File: src/rtl/ysyx_22040895_fetch_ctrl_if.sv
// Instruction-memory port between the fetch sequencer and memory:
// a valid/ready request channel and a single-cycle response channel.
interface ysyx_22040895_fetch_ctrl_if #(
  parameter int ADDR_W = 64,
  parameter int INST_W = 32
);
  logic              req_valid;
  logic              req_ready;
  logic [ADDR_W-1:0] req_addr;
  logic              rsp_valid;
  logic [INST_W-1:0] rsp_data;
  logic              rsp_err;

  modport master (
    output req_valid, req_addr,
    input  req_ready, rsp_valid, rsp_data, rsp_err
  );

  modport slave (
    input  req_valid, req_addr,
    output req_ready, rsp_valid, rsp_data, rsp_err
  );
endinterface

File: src/rtl/ysyx_22040895_fetch_ctrl.sv
// Fetch sequencer: owns the PC, keeps one memory request in flight, and
// buffers each returned instruction for decode. Redirects discard stale replies.
module ysyx_22040895_fetch_ctrl #(
  parameter int                ADDR_W   = 64,
  parameter int                INST_W   = 32,
  parameter logic [ADDR_W-1:0] RESET_PC = 64'h0000_0000_8000_0000,
  parameter int                PC_STEP  = 4
) (
  input  logic                 clk,
  input  logic                 rst,
  ysyx_22040895_fetch_ctrl_if.master mem,
  output logic                 inst_valid_o,
  input  logic                 inst_ready_i,
  output logic [INST_W-1:0]    inst_o,
  output logic [ADDR_W-1:0]    pc_o,
  input  logic                 redirect_i,
  input  logic [ADDR_W-1:0]    redirect_pc_i,
  output logic                 fault_o,
  output logic [ADDR_W-1:0]    fault_pc_o,
  output logic [63:0]          fetch_cnt_o
);

  typedef enum logic [2:0] {IDLE, REQ, WAIT, HOLD, ERR} state_e;

  state_e            state_q, state_d;
  logic [ADDR_W-1:0] pc_q, pc_d;
  logic              drop_q, drop_d;
  logic [INST_W-1:0] buf_q;
  logic [ADDR_W-1:0] bufpc_q, fault_pc_q;
  logic              fault_q;
  logic [63:0]       cnt_q;
  logic              ld_buf, set_fault, clr_fault, cnt_inc;

  always_comb begin
    state_d   = state_q;
    pc_d      = pc_q;
    drop_d    = drop_q;
    ld_buf    = 1'b0;
    set_fault = 1'b0;
    clr_fault = 1'b0;
    cnt_inc   = 1'b0;
    unique case (state_q)
      IDLE: state_d = REQ;
      REQ: begin
        if (redirect_i) pc_d = redirect_pc_i;
        if (mem.req_ready) begin
          state_d = WAIT;
          // A redirect coinciding with acceptance leaves an orphan reply to drop.
          drop_d  = redirect_i;
        end
      end
      WAIT: begin
        if (redirect_i) begin
          pc_d = redirect_pc_i;
          if (mem.rsp_valid) begin
            drop_d  = 1'b0;
            state_d = REQ;
          end else begin
            drop_d  = 1'b1;
          end
        end else if (mem.rsp_valid) begin
          if (drop_q) begin
            drop_d  = 1'b0;
            state_d = REQ;
          end else if (mem.rsp_err) begin
            set_fault = 1'b1;
            state_d   = ERR;
          end else begin
            ld_buf  = 1'b1;
            state_d = HOLD;
          end
        end
      end
      HOLD: begin
        if (inst_ready_i) begin
          cnt_inc = 1'b1;
          pc_d    = pc_q + ADDR_W'(PC_STEP);
        end
        // Redirect target overrides the sequential step even when consumed.
        if (redirect_i) pc_d = redirect_pc_i;
        if (inst_ready_i || redirect_i) state_d = REQ;
      end
      ERR: begin
        if (redirect_i) begin
          pc_d      = redirect_pc_i;
          clr_fault = 1'b1;
          state_d   = REQ;
        end
      end
      default: state_d = IDLE;
    endcase
  end

  always_ff @(posedge clk or negedge rst) begin
    if (!rst) begin
      state_q    <= IDLE;
      pc_q       <= RESET_PC;
      drop_q     <= 1'b0;
      buf_q      <= '0;
      bufpc_q    <= '0;
      fault_q    <= 1'b0;
      fault_pc_q <= '0;
      cnt_q      <= '0;
    end else begin
      state_q <= state_d;
      pc_q    <= pc_d;
      drop_q  <= drop_d;
      if (ld_buf) begin
        buf_q   <= mem.rsp_data;
        bufpc_q <= pc_q;
      end
      if (set_fault) begin
        fault_q    <= 1'b1;
        fault_pc_q <= pc_q;
      end else if (clr_fault) begin
        fault_q <= 1'b0;
      end
      if (cnt_inc) cnt_q <= cnt_q + 64'd1;
    end
  end

  assign mem.req_valid = (state_q == REQ);
  assign mem.req_addr  = pc_q;
  assign inst_valid_o  = (state_q == HOLD);
  assign inst_o        = buf_q;
  assign pc_o          = bufpc_q;
  assign fault_o       = fault_q;
  assign fault_pc_o    = fault_pc_q;
  assign fetch_cnt_o   = cnt_q;

endmodule

File: src/flat_wrapper.sv
// flat-port wrapper written by rule: the top's interface ports become plain ports
module ysyx_22040895_fetch_ctrl_flat 
#(
  parameter int                ADDR_W   = 64,
  parameter int                INST_W   = 32,
  parameter logic [ADDR_W-1:0] RESET_PC = 64'h0000_0000_8000_0000,
  parameter int                PC_STEP  = 4
)
  (clk, rst, inst_valid_o, inst_ready_i, inst_o, pc_o, redirect_i, redirect_pc_i, fault_o, fault_pc_o, fetch_cnt_o, mem_req_valid, mem_req_addr, mem_req_ready, mem_rsp_valid, mem_rsp_data, mem_rsp_err);
  ysyx_22040895_fetch_ctrl_if #(.ADDR_W(ADDR_W), .INST_W(INST_W)) mem_i ();
  input  logic clk;
  input  logic rst;
  output logic inst_valid_o;
  input  logic inst_ready_i;
  output logic [INST_W-1:0] inst_o;
  output logic [ADDR_W-1:0] pc_o;
  input  logic redirect_i;
  input  logic [ADDR_W-1:0] redirect_pc_i;
  output logic fault_o;
  output logic [ADDR_W-1:0] fault_pc_o;
  output logic [63:0] fetch_cnt_o;
  output wire logic [$bits(mem_i.req_valid)-1:0] mem_req_valid;
  output wire logic [$bits(mem_i.req_addr)-1:0] mem_req_addr;
  input wire logic [$bits(mem_i.req_ready)-1:0] mem_req_ready;
  input wire logic [$bits(mem_i.rsp_valid)-1:0] mem_rsp_valid;
  input wire logic [$bits(mem_i.rsp_data)-1:0] mem_rsp_data;
  input wire logic [$bits(mem_i.rsp_err)-1:0] mem_rsp_err;
  assign mem_req_valid = mem_i.req_valid;
  assign mem_req_addr = mem_i.req_addr;
  assign mem_i.req_ready = mem_req_ready;
  assign mem_i.rsp_valid = mem_rsp_valid;
  assign mem_i.rsp_data = mem_rsp_data;
  assign mem_i.rsp_err = mem_rsp_err;
  ysyx_22040895_fetch_ctrl #(.ADDR_W(ADDR_W), .INST_W(INST_W), .RESET_PC(RESET_PC), .PC_STEP(PC_STEP)) u_core (.clk(clk), .rst(rst), .mem(mem_i), .inst_valid_o(inst_valid_o), .inst_ready_i(inst_ready_i), .inst_o(inst_o), .pc_o(pc_o), .redirect_i(redirect_i), .redirect_pc_i(redirect_pc_i), .fault_o(fault_o), .fault_pc_o(fault_pc_o), .fetch_cnt_o(fetch_cnt_o));
endmodule
File: config.mk
export PLATFORM = sky130hd
export DESIGN_NAME = ysyx_22040895_fetch_ctrl_flat
export DESIGN_NICKNAME = d
export VERILOG_FILES = /design/src/rtl/ysyx_22040895_fetch_ctrl_if.sv /design/src/rtl/ysyx_22040895_fetch_ctrl.sv /design/src/flat_wrapper.sv
export SDC_FILE = /design/constraint.sdc
export NUM_CORES = 1
export LEC_CHECK = 0
export ABC_AREA = 0
export CAP_MARGIN = 30
export CORE_MARGIN = 2
export CORE_UTILIZATION = 40
export DETAILED_ROUTE_END_ITERATION = 16
export PLACE_DENSITY = 0.79
export SLEW_MARGIN = 20
export SYNTH_ARGS = -nofsm -noshare
export SYNTH_HDL_FRONTEND = slang
export SYNTH_SLANG_ARGS = --single-unit
File: constraint.sdc
create_clock -name clk -period 2.6 [get_ports clk]
set_input_delay 0.78 -clock clk [delete_from_list [all_inputs] [get_ports clk]]
set_output_delay 0.78 -clock clk [all_outputs]
set_load 0.05 [all_outputs]
# Yosys cells after proc, flatten, opt, wreduce, memory -nomap -nowiden
# Cells that the tools add are included.
[totals] register_bits=293 out_inout_bits=291 word_cells=64 inputBits=103
[op_classes] n_eq_ne=11 muxes=34 n_reduce_logical=9 addsub=2
[op_table] operator="64-bit two-way mux" count=3
[op_table] operator="64-bit case mux with 2 select lines" count=1
[op_table] operator="64-bit by 1-bit adder with 64-bit output (second input constant)" count=1
[op_table] operator="64-bit by 3-bit adder with 64-bit output (second input constant)" count=1
[op_table] operator="3-bit two-way mux" count=8
[op_table] operator="1-bit two-way mux" count=20
[op_table] operator="3-bit case mux with 5 select lines" count=1
[op_table] operator="3-bit by 2-bit == test with 1-bit output (second input constant)" count=2
[op_table] operator="2-bit by 1-bit != test with 1-bit output (second input constant)" count=3
[op_table] operator="3-bit AND reduction" count=2
[op_table] operator="2-bit nonzero test" count=3
[op_table] operator="2-bit != test (second input constant)" count=2
[op_table] operator="4-bit AND reduction" count=1
[op_table] operator="3-bit by 1-bit == test with 1-bit output (second input constant)" count=1
[op_table] operator="3-bit == test (second input constant)" count=1
[op_table] operator="3-bit zero test" count=1
[op_table] operator="3-bit by 1-bit != test with 1-bit output (second input constant)" count=1
[op_table] operator="3-bit != test (second input constant)" count=1
[op_table] operator="3-bit OR reduction" count=1
[op_table] operator="1-bit case mux with 2 select lines" count=1
[op_table] operator="1-bit logical OR" count=1

# Logic depth before layout (Yosys ltp)
# Gate-level depths: netlist of run 1.
[depth] depth_word=6 ltp_mapped=9 depth_no_buf=6

# Worst setup path after synthesis of run 1
# No wires, ideal clock.
[synth_timing] path_type="register to register" from="register u_core.state_q[2]" to="register u_core.state_q[0]" n_path_buf=1 stages_incl_launch_ff=7 setup_ps=143 t_arrival_ps=2613 slack_ps=-156 path_cell_list="dfrtp_1 > clkbuf_1 > nor3b_1 > a22oi_1 > o21ai_0 > o31a_1 > o221ai_1"
[synth_between] elab_chain_cells=3 elab_cells_between_ends=11 classes_between="8 x eq/ne; 1 x mux; 2 x reduce/logical"
[synth_rtl] item="start, declared" line="ysyx_22040895_fetch_ctrl.sv:25" source="state_e state_q, state_d;"
[synth_rtl] item="start signal, assigned" line="ysyx_22040895_fetch_ctrl.sv:105" source="state_q <= state_d;"
[synth_rtl] item="3-bit by 1-bit == test with 1-bit output *"
[synth_rtl] item="via mem_req_valid" line="flat_wrapper.sv:22" source="output wire logic [$bits(mem_i.req_valid)-1:0] mem_req_valid;"
[synth_rtl] item="2-bit by 1-bit != test with 1-bit output (no source line)"
[synth_rtl] item="4-bit AND reduction (no source line)"
# The timed path passes the listed nets; every way through them passes the cells marked *.
# A chain may end at the register's enable or synchronous reset.

# Worst setup path after layout of run 1
[layout_timing] from="register u_core.pc_q[45] (netlist: u_core.mem.req_addr[45])" to="output mem_req_addr[45]"
[layout_lines] item="start, declared" line="ysyx_22040895_fetch_ctrl.sv:26" source="logic [ADDR_W-1:0] pc_q, pc_d;"
[layout_lines] item="start signal, assigned" line="ysyx_22040895_fetch_ctrl.sv:106" source="pc_q <= pc_d;"
[layout_lines] item="end, declared" line="flat_wrapper.sv:23" source="output wire logic [$bits(mem_i.req_addr)-1:0] mem_req_addr;"
# No word-level cell between the ends.

==> parameters.txt, run 1 <==
Parameter                              Value

Outcome
  Run status    finished, final reports clean

Floorplanning
  Effective utilization at floorplan    between 40 and 50%
  Floorplan die height    187.2 um
  Total Die Area    35030 um^2
  Io pins    just under 400
  Core area    about 33000 um^2
  X dimension of the die    187.2 um
  Total number of placement rows    67

Flow run
  Number of maximum-capacitance violations    0

Synthesis
  Dominant combinational cell family by area after synthesis    simple AND/OR/NAND/NOR gates
  Mapped Nets    1318
  Sequential element share of the synthesized area    54.65%
  Fraction of the mapped netlist area in simple logic gates    16.38%
  Post-synth EDFFs    0
  Post-synthesis sequential element count    around 300
  Synthesized instance count    1213
  Area share of fa/ha/maj cells after synthesis    less than 1%
  Post-synthesis compound-gate area fraction    approximately 9.9%
  Main synth FF type    sky130_fd_sc_hd__dfrtp_1
  Async SR Flop Fraction    100.0%
  Cell area after synthesis    approximately 13000 um^2
  Number of distinct standard cells referenced by the synthesized netlist    67
  Number of warnings reported in the yosys synthesis log    0
  Xor and xnor fraction of the mapped netlist area    about 4.2%
  Multiplexer share of the synthesized area    about an eighth
  Mean Syn Cell Area    11.06 um^2

Setup path
  Gate family responsible for the most delay along the worst path    buffers and inverters
  Required time of the worst setup path    about 1.8 ns
  Critical-path maximum fanout    4
  Critical Path AT    1.79 ns
  Slowest library cell on the worst path    sky130_fd_sc_hd__clkdlybuf4s50_1
  Kind of end point of the critical path    primary output
  Worst setup path category    register to primary output
  Critical path buffers and inverters    1
  Startpoint class of the critical path    register
  Cells along the critical path    clkdlybuf4s50_1
  Slowest cell delay on critical path    0.84 ns

Timing
  Achievable Freq    389.3 MHz
  Unrepaired setup endpoints after global routing    false
  Number of failing setup endpoints in the final timing report    0
  Setup clock skew after layout    0.01541 ns
  Relative max-transition margin    55.18%
  Ratio of final minimum period to clock period    98.79%
  Count of final hold-check violations    0
  Smallest setup slack after layout    ~0.031 ns
  Min Tclk post-route    2.569 ns
  Pins Over Slew Limit    0
  Worst hold slack across all endpoints    0.2181 ns
  Tightest Pin Transition    roughly 0.67 ns

Drt
  Average wire per cell in the routed design    about 22 um
  Remaining DRCs    0
  Post-detailed-route via-to-cell ratio    5.685
  Number of routed nets with antenna violations    0
  Total vias in the final route    approximately 12000
  Total detailed-routing wirelength    46.80 mm
  DRT iter0 DRCs    between 1000 and 1500
  First drt pass iteration count    6

Place
  IO buf count    393
  DP Worst Slack    -0.1309 ns
  Cell area reported after detailed placement    18780 um^2
  Half-perimeter wire length after detailed placement    34.53 mm
  Last weighted congestion value of the routability-driven placer    0.9192

Final layout
  Layout Nets    about 1800
  Cell area after layout    around 20000 um^2
  Most common library cell in the layout ignoring fill and taps    sky130_fd_sc_hd__clkdlybuf4s50_1
  Commonest cells after routing, fill and taps aside    sky130_fd_sc_hd__clkdlybuf4s50_1 (305), sky130_fd_sc_hd__dfrtp_1 (283), sky130_fd_sc_hd__mux2_2 (142)
  Layout cell share with drive strength beyond 1    21.86%
  Area growth from synthesis to final layout    49.07%

GRT
  GRT Resource Usage Total    26.16%
  Remaining global-route overflow    0
  Pin count of the biggest net entering global routing    60
  Global-route wire length before repair    72.59 mm
  Vias in the first global route    12700
  Initial antenna violation count    7

Clock network
  Number of buffers inserted during clock tree synthesis    35
  Maximum level of the CTS H-tree    2
  CTS Root Cell    sky130_fd_sc_hd__clkbuf_16
  Maximum number of buffers from clock root to sink    3
  Number of sinks on the clock net    roughly 300
  Clock transition at the registers of the reported paths    0.06 ns
  Worst skew pair latency    0.51 ns
  TritonCTS clock tree    done

Pwr
  Peak supply drop    approximately 1100 uV
  Leakage power summed over all cells    9.125 nW
  Power density over the cells    between 1000 and 1500 nW/um^2

Worst hold path
  Hold Path Class    input pin to async pin
[per-stage QoR]
| step | TNS [ns] | utilization, % | total power, mW | cells |
|---|---|---|---|---|
| 2_1_floorplan | 0 | - | 16.18 | 1213 |
| 3_3_place_gp | -1.057 | 56.43 | 21.87 | 2105 |
| 3_5_place_dp | -2.785 | 56.43 | 22.14 | 2105 |
| 4_1_cts | 0 | 59.82 | 27.09 | 2169 |
| 5_1_grt | 0 | 60.09 | 28.12 | 2174 |
| 6_report | 0 | 60.11 | 27.02 | 2176 |
[layout make-up]
cell class                 instances  area (um^2)
antenna                            3        7.507
sequential                       293         7345
inverter                          22        82.58
clock inverter                    20        235.2
fill                            2711        13280
tap                              448        560.5
clock buffer                      44        959.7
multi-input combinational        826         5781
timing repair buffer             520         5034
[cell usage after synthesis, types with 7 or more instances]
master	instances	area [um^2]
sky130_fd_sc_hd__or3_1	11	68.82
sky130_fd_sc_hd__o22ai_1	24	150.1
sky130_fd_sc_hd__or4_1	7	52.55
sky130_fd_sc_hd__mux2_2	142	1599
sky130_fd_sc_hd__nor4_1	28	175.2
sky130_fd_sc_hd__o21ai_0	53	265.3
sky130_fd_sc_hd__a211oi_1	11	82.58
sky130_fd_sc_hd__xnor2_1	34	297.8
sky130_fd_sc_hd__buf_1	8	30.03
sky130_fd_sc_hd__a22oi_1	14	105.1
sky130_fd_sc_hd__nand4_1	53	331.6
sky130_fd_sc_hd__and4_1	18	157.7
sky130_fd_sc_hd__clkbuf_1	58	217.7
sky130_fd_sc_hd__a311oi_1	9	78.83
sky130_fd_sc_hd__nand3_1	64	320.3
sky130_fd_sc_hd__inv_1	22	82.58
sky130_fd_sc_hd__xor2_1	30	262.8
sky130_fd_sc_hd__nor3_1	34	170.2
sky130_fd_sc_hd__a21oi_1	48	240.2
sky130_fd_sc_hd__nor2_1	57	214.0
sky130_fd_sc_hd__and3_1	15	93.84
sky130_fd_sc_hd__dfrtp_1	292	7307
sky130_fd_sc_hd__nand2_1	91	341.6
[metal layers]
layer	vias up	share of wire, %	GRT usage [%]
met4	8	3.2	8.944
met2	744	48	44.55
met1	6017	38	31.63
met5	-	0.11	0
met3	117	11	7.805
li1	5485	-	-
[path summary, 6_finish.rpt]
path | startpoint | end | slack (ns) | cells after the start
max | u_core.mem.req_addr[45]$_DFFE_PN0P_ | mem_req_addr[45] | 0.03 | 1
min | rst | u_core.fetch_cnt_o[12]$_DFFE_PN0P_ | 0.22 | 1
max reg2reg | u_core.mem.req_addr[39]$_DFFE_PN0P_ | u_core.mem.req_addr[62]$_DFFE_PN0P_ | 0.18 | 6
min reg2reg | u_core.fetch_cnt_o[63]$_DFFE_PN0P_ | u_core.fetch_cnt_o[63]$_DFFE_PN0P_ | 0.47 | 1
max in group asynchronous | rst | u_core.pc_o[29]$_DFFE_PN0P_ | 1.66 | 2
min in group clk | u_core.fetch_cnt_o[63]$_DFFE_PN0P_ | u_core.fetch_cnt_o[63]$_DFFE_PN0P_ | 0.47 | 1
[what timing repair did]
| item | 4_1_cts | 5_1_grt |
|---|---|---|
| pin swaps | 0 | 0 |
| buffers inserted | 0 | 4 |
| hold buffers | 0 | 0 |
| gates resized for setup | 53 | 22 |
| endpoints found under the hold margin | 0 | 0 |
| endpoints found under the setup margin | 53 | 24 |
[flip-flops by register name, indices dropped and copies added (netlist names)]
register and flops:
u_core.drop_q 1, u_core.fault_o 1, u_core.fault_pc_o 64, u_core.fetch_cnt_o 64, u_core.inst_o 32, u_core.mem.req_addr 64
u_core.pc_o 64, u_core.state_q 3
[logic make-up after synthesis]
| kind of cell | after synthesis |
|---|---|
| AND/OR/NAND/NOR | 410 |
| flip-flops | 293 |
| AO/OA/AOI/OAI | 207 |
| multiplexers | 143 |
| buffers and inverters | 94 |
| XOR/XNOR | 64 |
| adder cells (fa/ha/maj) | 2 |
[power by group]
group          switching, mW  internal (mW)  total, mW
Combinational           9.46           4.88       14.3
Sequential              1.46           6.17       7.64
Clock                   1.99           3.05       5.05
Total                   12.9           14.1       27.0
Power figures use the tool's default switching activity.
==> inputs of run 2 (changes only) <==
--- a/constraint.sdc
+++ b/constraint.sdc
@@ -3,2 +3,2 @@
 set_output_delay 0.78 -clock clk [all_outputs]
-set_load 0.05 [all_outputs]
+set_load 0.01 [all_outputs]
==> run 2 against run 1 <==
Against the previous run: critical path depth did not move; clock power about the same; final cell count is 0.28% lower; maximum frequency up 1.9%; worst setup slack improved by 0.048 ns; largest cell class unchanged; largest power group unchanged.
==> parameters.txt, run 2 (synthesized netlist as in run 1, its figures left out) <==
Parameter                              Value

Clock network
  Clock transition at the registers of the reported paths    0.06 ns (about the same)
  Number of buffers inserted during clock tree synthesis    34 (-2.9%)
  Worst skew pair latency    0.51 ns (about the same)
  CTS Root Cell    sky130_fd_sc_hd__clkbuf_16
  Maximum number of buffers from clock root to sink    3 (unchanged)
  Count of buffers added by post-CTS timing repair for setup    0 (unchanged)
  TritonCTS clock tree    done
  Maximum level of the CTS H-tree    2 (unchanged)
  Number of sinks on the clock net    293 (unchanged)

Setup path
  Cells along the critical path    clkdlybuf4s50_1
  Logic depth of the worst setup path including buffers    1 (unchanged)
  Startpoint class of the critical path    register
  Slowest cell delay on critical path    0.63 ns (-0.21 ns)
  Required time of the worst setup path    1.82 ns (about the same)
  Crit path to    mem_req_addr[36]
  Worst reg2reg path startpoint    u_core.mem.req_addr[17]$_DFFE_PN0P_
  Gate family responsible for the most delay along the worst path    buffers and inverters
  Launch point of the critical path    u_core.mem.req_addr[36]$_DFFE_PN0P_
  Critical Path AT    1.74 ns (-0.05 ns)
  Worst setup path category    register to primary output
  Slowest library cell on the worst path    sky130_fd_sc_hd__clkdlybuf4s50_1
  FF-to-FF path depth    5 (-1)
  Kind of end point of the critical path    primary output
  R2R Setup Slk    0.11 ns (-0.07 ns)
  Critical path buffers and inverters    1 (unchanged)
  Endpoint of the worst register-to-register path    u_core.mem.req_addr[35]$_DFFE_PN0P_
  Critical-path maximum fanout    10 (+6)

Drt
  Remaining DRCs    0 (unchanged)
  DRT iter0 DRCs    1115 (-0.80%)
  Total detailed-routing wirelength    46.50 mm (-0.62%)
  First drt pass iteration count    8 (+2)
  Post-detailed-route via-to-cell ratio    5.672 (-0.23%)
  Total vias in the final route    12309 (-0.50%)
  Average wire per cell in the routed design    21.43 um (-0.35%)
  Number of routed nets with antenna violations    0 (unchanged)

Pwr
  Part of the power in registers    33.4% (+5.1 points)
  Leakage power summed over all cells    8.666 nW (-5.0%)
  Internal power    14.44 mW (+2.4%)
  Clock power share    22.5% (+3.8 points)
  Peak supply drop    759.9 uV (-30%)
  Final Total Pwr    22.39 mW (-17%)
  Switching share of power    35.49% (-12 points)
  Net switching component of the power    7.947 mW (-38%)
  Power density over the cells    1119 nW/um^2 (-17%)
  Share of power burned in combinational logic    44.0% (-9.1 points)

Outcome
  Run status    finished, final reports clean

Timing
  Count of final hold-check violations    0 (unchanged)
  Setup clock skew after layout    0.01983 ns (+0.004420 ns)
  Number of failing setup endpoints in the final timing report    0 (unchanged)
  Achievable Freq    396.7 MHz (+1.9%)
  Relative max-transition margin    54.18% (-0.99 points)
  Ratio of final minimum period to clock period    96.96% (-1.8 points)
  Pins Over Slew Limit    0 (unchanged)
  Unrepaired setup endpoints after global routing    false
  Tightest Pin Transition    0.6820 ns (+0.01479 ns)
  Min Tclk post-route    2.521 ns (-0.04765 ns)

Final layout
  Cell area after layout    20010 um^2 (about the same)
  Most common library cell in the layout ignoring fill and taps    sky130_fd_sc_hd__clkdlybuf4s50_1
  Area growth from synthesis to final layout    49.08% (about the same)
  Commonest cells after routing, fill and taps aside    sky130_fd_sc_hd__clkdlybuf4s50_1 (389), sky130_fd_sc_hd__dfrtp_1 (291), sky130_fd_sc_hd__mux2_2 (142)
  Layout cell share with drive strength beyond 1    20.48% (-1.4 points)
  Post-layout utilization of the core    60.11% (about the same)
  Layout Nets    1804 (+0.055%)

Floorplanning
  Total number of placement rows    67 (unchanged)
  Total Die Area    35030 um^2 (unchanged)
  Core area    33280 um^2 (unchanged)
  Io pins    394 (unchanged)
  Effective utilization at floorplan    40.32% (unchanged)
  Floorplan die height    187.2 um (unchanged)
  X dimension of the die    187.2 um (unchanged)

Place
  Half-perimeter wire length after detailed placement    34.11 mm (-1.2%)
  IO buf count    393 (unchanged)
  Cell area reported after detailed placement    18800 um^2 (+0.13%)
  Last weighted congestion value of the routability-driven placer    0.9342 (+1.6%)

Flow run
  Number of maximum-capacitance violations    0 (unchanged)

GRT
  Routing usage on met1    31.82% (+0.19 points)
  Global-route wire length before repair    72.49 mm (-0.14%)
  Vias in the first global route    12497 (-1.6%)
  Met3 track demand over resource in global routing    6.567% (-1.2 points)
  Remaining global-route overflow    0 (unchanged)
  Initial antenna violation count    5 (-2)
  Global-route track usage on met2    45.51% (+0.96 points)
  Pin count of the biggest net entering global routing    63 (+5.0%)
  GRT Resource Usage Total    26.03% (-0.12 points)
  Busiest layer in global routing    met2

Worst hold path
  Hold Path Class    input pin to async pin
[run 2: cell types whose count changed in the layout (fill, tap and decap cells not counted), moves of 4 or more]
cell                              before  now
sky130_fd_sc_hd__buf_4               125  117
sky130_fd_sc_hd__inv_6                 4    0
sky130_fd_sc_hd__dlymetal6s2s_1       21    0
sky130_fd_sc_hd__dlygate4sd2_1        53    3
sky130_fd_sc_hd__clkdlybuf4s50_1     305  389
sky130_fd_sc_hd__dfrtp_2               9    1
sky130_fd_sc_hd__dfrtp_1             283  291
[run 2: power groups by stage]
stage          clock, mW  combinational [mW]  sequential (mW)
2_1_floorplan          0                3.25             8.10
3_3_place_gp           0                9.56             7.40
6_report            5.05                9.86             7.49
3_5_place_dp           0                9.79             7.52
5_1_grt             5.34                10.5             7.69
4_1_cts             5.16                9.84             7.47
[run 2: worst min path at each step]
| stage | start | end | slack (ns) | cells after the start |
|---|---|---|---|---|
| 6_report | rst | u_core.fetch_cnt_o[40]$_DFFE_PN0P_ | 0.18 | 1 |
| 5_1_grt | rst | u_core.fetch_cnt_o[40]$_DFFE_PN0P_ | 0.19 | 1 |
| 4_1_cts | rst | u_core.fetch_cnt_o[40]$_DFFE_PN0P_ | 0.18 | 1 |
| 3_5_place_dp | u_core.fetch_cnt_o[63]$_DFFE_PN0P_ | u_core.fetch_cnt_o[63]$_DFFE_PN0P_ | 0.46 | 1 |
| 3_3_place_gp | u_core.fetch_cnt_o[63]$_DFFE_PN0P_ | u_core.fetch_cnt_o[63]$_DFFE_PN0P_ | 0.46 | 1 |
| 2_1_floorplan | rst | u_core.drop_q$_DFFE_PN0P_ | 0.48 | 0 |
[run 2: layout make-up]
class / count / area [um^2]
sequential: 293 / 7335
timing repair buffer: 522 / 5054
antenna: 3 / 7.507
clock buffer: 43 / 978.4
clock inverter: 13 / 201.4
inverter: 22 / 82.58
multi-input combinational: 826 / 5787
fill: 2674 / 13280
tap: 448 / 560.5
[run 2: timing repair]
action | in CTS | in global routing
resized for setup | 5 | 2
pin swaps | 0 | 0
endpoints found under the setup margin | 3 | 2
hold buffers | 0 | 0
[run 2: routing by layer]
layer  routed length [um]  share of wire (%)  vias to the layer above
met3                 4439                9.5                      102
met5                   13              0.028                        -
met4                 1182                2.5                        2
li1                     -                  -                     5468
met2                23410                 50                      704
met1                17450                 38                     6033
[run 2: through the flow]
| stage | std cells | worst slack, ns | TNS, ns | hold WS [ns] |
|---|---|---|---|---|
| after detailed placement | 2111 | -0.1560 | -4.336 | 0.4564 |
| after CTS | 2167 | 0.06374 | 0 | 0.1779 |
| after floorplan | 1213 | 0.2220 | 0 | 0.4844 |
| after global routing | 2168 | 0.01076 | 0 | 0.1896 |
| after global placement | 2111 | -0.1543 | -1.177 | 0.4578 |
| final | 2170 | 0.07900 | 0 | 0.1779 |
==> inputs of run 3 (changes only) <==
- CORE_UTILIZATION: 40 -> 48
- CTS_CLUSTER_DIAMETER: not set -> 100
- PLACE_DENSITY: 0.79 -> 0.91
==> run 3 against run 2 <==
Against the previous run: worst setup slack worse by 0.049 ns; sequential cell count is the same; critical path depth unchanged; sequential share of layout area up 0.67 points; non-clock buffer count decreased by 15; routed wire length decreased by 1.1%; largest cell class unchanged; largest power group unchanged.
==> parameters.txt, run 3 (synthesized netlist as in run 1, its figures left out) <==
Parameter                              Value

Clock network
  Number of sinks on the clock net    293 (unchanged)
  TritonCTS clock tree    done
  Number of buffers inserted during clock tree synthesis    31 (-8.8%)
  Clock transition at the registers of the reported paths    0.07 ns (about the same)
  Worst skew pair latency    0.56 ns (+0.05 ns)
  Maximum number of buffers from clock root to sink    3 (unchanged)
  CTS Root Cell    sky130_fd_sc_hd__clkbuf_16
  Maximum level of the CTS H-tree    1 (-1)
  Hold buffer count at CTS    0 (unchanged)

GRT
  Initial antenna violation count    2 (-3)
  Vias in the first global route    12477 (-0.16%)
  Remaining global-route overflow    0 (unchanged)
  Global-route wire length before repair    69.71 mm (-3.8%)
  Pin count of the biggest net entering global routing    64 (+1.6%)
  GRT Resource Usage Total    30.40% (+4.4 points)

Timing
  Sum of negative setup slack    0 ns (unchanged)
  Min Tclk post-route    2.570 ns (+0.04931 ns)
  Number of failing setup endpoints in the final timing report    0 (unchanged)
  Achievable Freq    389.1 MHz (-1.9%)
  Ratio of final minimum period to clock period    98.86% (+1.9 points)
  Pins Over Slew Limit    0 (unchanged)
  Relative max-transition margin    55.03% (+0.84 points)
  Setup clock skew after layout    0.01833 ns (-0.001498 ns)
  Count of final hold-check violations    0 (unchanged)
  Unrepaired setup endpoints after global routing    false
  Tightest Pin Transition    0.6695 ns (-0.01254 ns)

Final layout
  Number of fill cells    1904 (-29%)
  Commonest cells after routing, fill and taps aside    sky130_fd_sc_hd__clkdlybuf4s50_1 (389), sky130_fd_sc_hd__dfrtp_1 (289), sky130_fd_sc_hd__mux2_2 (142)
  Area growth from synthesis to final layout    46.45%
  Most common library cell in the layout ignoring fill and taps    sky130_fd_sc_hd__clkdlybuf4s50_1
  Non-filler cells in the finished layout    2081 (-4.1%)
  Layout cell share with drive strength beyond 1    19.45% (-1.0 points)
  Layout Nets    1786 (-1.0%)

Floorplanning
  Io pins    394 (unchanged)
  Total number of placement rows    61 (-9.0%)
  Floorplan die height    171.2 um (-8.5%)
  Total Die Area    29310 um^2 (-16%)
  Effective utilization at floorplan    48.57% (+8.2 points)
  Core area    27630 um^2 (-17%)
  X dimension of the die    171.2 um (-8.5%)

Pwr
  Final Total Pwr    21.84 mW (-2.4%)
  Power density over the cells    1111 nW/um^2 (-0.69%)
  Internal power    13.95 mW (-3.4%)
  Leakage power summed over all cells    8.529 nW (-1.6%)
  Net switching component of the power    7.897 mW (-0.63%)
  Switching share of power    36.15% (+0.66 points)
  Share of power burned in combinational logic    44.7% (+0.7 points)
  Part of the power in registers    34.6% (+1.2 points)
  Peak supply drop    706.4 uV (-7.0%)
  Clock power share    20.7% (-1.8 points)

Drt
  Remaining DRCs    0 (unchanged)
  Total detailed-routing wirelength    46.00 mm (-1.1%)
  Post-detailed-route via-to-cell ratio    6.014 (+6.0%)
  Average wire per cell in the routed design    22.11 um (+3.1%)
  DRT iter0 DRCs    1452 (+30%)
  Total vias in the final route    12516 (+1.7%)
  First drt pass iteration count    6 (-2)
  Number of routed nets with antenna violations    0 (unchanged)

Setup path
  Kind of end point of the critical path    primary output
  R2R Setup Slk    0.15 ns (+0.04 ns)
  Gate family responsible for the most delay along the worst path    flip-flops
  Cells along the critical path    clkdlybuf4s50_1
  Required time of the worst setup path    1.82 ns (about the same)
  Startpoint class of the critical path    register
  Worst setup path category    register to primary output
  Slowest cell delay on critical path    0.65 ns (+0.02 ns)
  Critical Path AT    1.79 ns (+0.05 ns)
  Critical path buffers and inverters    1 (unchanged)
  Slowest library cell on the worst path    sky130_fd_sc_hd__dfstp_2
  Critical-path maximum fanout    7 (-3)

Place
  Last weighted congestion value of the routability-driven placer    0.9325 (-0.18%)
  Placed instance count    2025 (-4.1%)
  IO buf count    393 (unchanged)
  Half-perimeter wire length after detailed placement    33.37 mm (-2.1%)

Worst hold path
  Hold Path Class    input pin to async pin

Outcome
  Run status    finished, final reports clean

Flow run
  Number of maximum-capacitance violations    0 (unchanged)
run 3: timing repair:
item,in CTS,in global routing
setup buffers,1,0
setup endpoints to repair,3,1
gates resized for setup,5,1
run 3: final cells by class:
type / instances / area [um^2] / area share, %
repair buffers: 507 / 4954 / 25.21
multi-input cells: 826 / 5769 / 29.36
diodes: 1 / 2.502 / 0.01273
inverters: 22 / 82.58 / 0.4202
flip-flops and latches: 293 / 7337 / 37.33
well taps: 378 / 473.0 / 2.407
clock inverters: 9 / 126.4 / 0.6430
clock buffers: 45 / 908.4 / 4.622
run 3: path summary, 6_finish.rpt:
check	from	endpoint	cells after the start
min in group clk	u_core.fault_pc_o[36]$_DFFE_PN0P_	u_core.fault_pc_o[36]$_DFFE_PN0P_	2
setup reg to reg	u_core.mem.req_addr[2]$_DFFE_PN0P_	u_core.mem.req_addr[58]$_DFFE_PN0P_	7
setup / recovery	u_core.mem.req_addr[31]$_DFFE_PN1P_	mem_req_addr[31]	1
hold / removal	rst	u_core.inst_o[14]$_DFFE_PN0P_	1
hold reg to reg	u_core.fault_pc_o[36]$_DFFE_PN0P_	u_core.fault_pc_o[36]$_DFFE_PN0P_	2
max in group asynchronous	rst	u_core.pc_o[12]$_DFFE_PN0P_	2
run 3: power groups by stage:
stage	combinational, mW	clock [mW]	sequential [mW]
2_1_floorplan	3.25	0	8.10
3_3_place_gp	9.37	0	7.45
4_1_cts	9.73	4.59	7.52
5_1_grt	10.3	4.77	7.74
6_report	9.77	4.51	7.56
3_5_place_dp	9.61	0	7.59
run 3: worst register-to-register path, stage by stage, from the launching register on:
cell and delay [ns]:
sky130_fd_sc_hd__dfrtp_1 0.36, sky130_fd_sc_hd__ha_1 0.30, sky130_fd_sc_hd__nand3_1 0.18, sky130_fd_sc_hd__nor4_1 0.40, sky130_fd_sc_hd__buf_4 0.21, sky130_fd_sc_hd__nand4_1 0.18, sky130_fd_sc_hd__or4b_2 0.65, sky130_fd_sc_hd__nand3_1 0.10
run 3: layer usage:
| layer | GRT usage [%] | wire (um) |
|---|---|---|
| met2 | 51.96 | 22330 |
| met5 | 0 | 11 |
| met1 | 36.43 | 16780 |
| met4 | 12.31 | 2023 |
| met3 | 8.306 | 4853 |
run 3: stage by stage:
step / hold WS, ns / worst slack (ns) / instance area (um^2) / util (%)
2_1_floorplan: 0.4844 / 0.2220 / 13420 / -
3_3_place_gp: 0.4607 / -0.03750 / 18610 / 67.35
3_5_place_dp: 0.4749 / -0.1037 / 18610 / 67.35
4_1_cts: 0.1858 / 0.02945 / 19650 / 71.12
5_1_grt: 0.1997 / 0.001891 / 19650 / 71.12
6_report: 0.1719 / 0.02970 / 19650 / 71.13
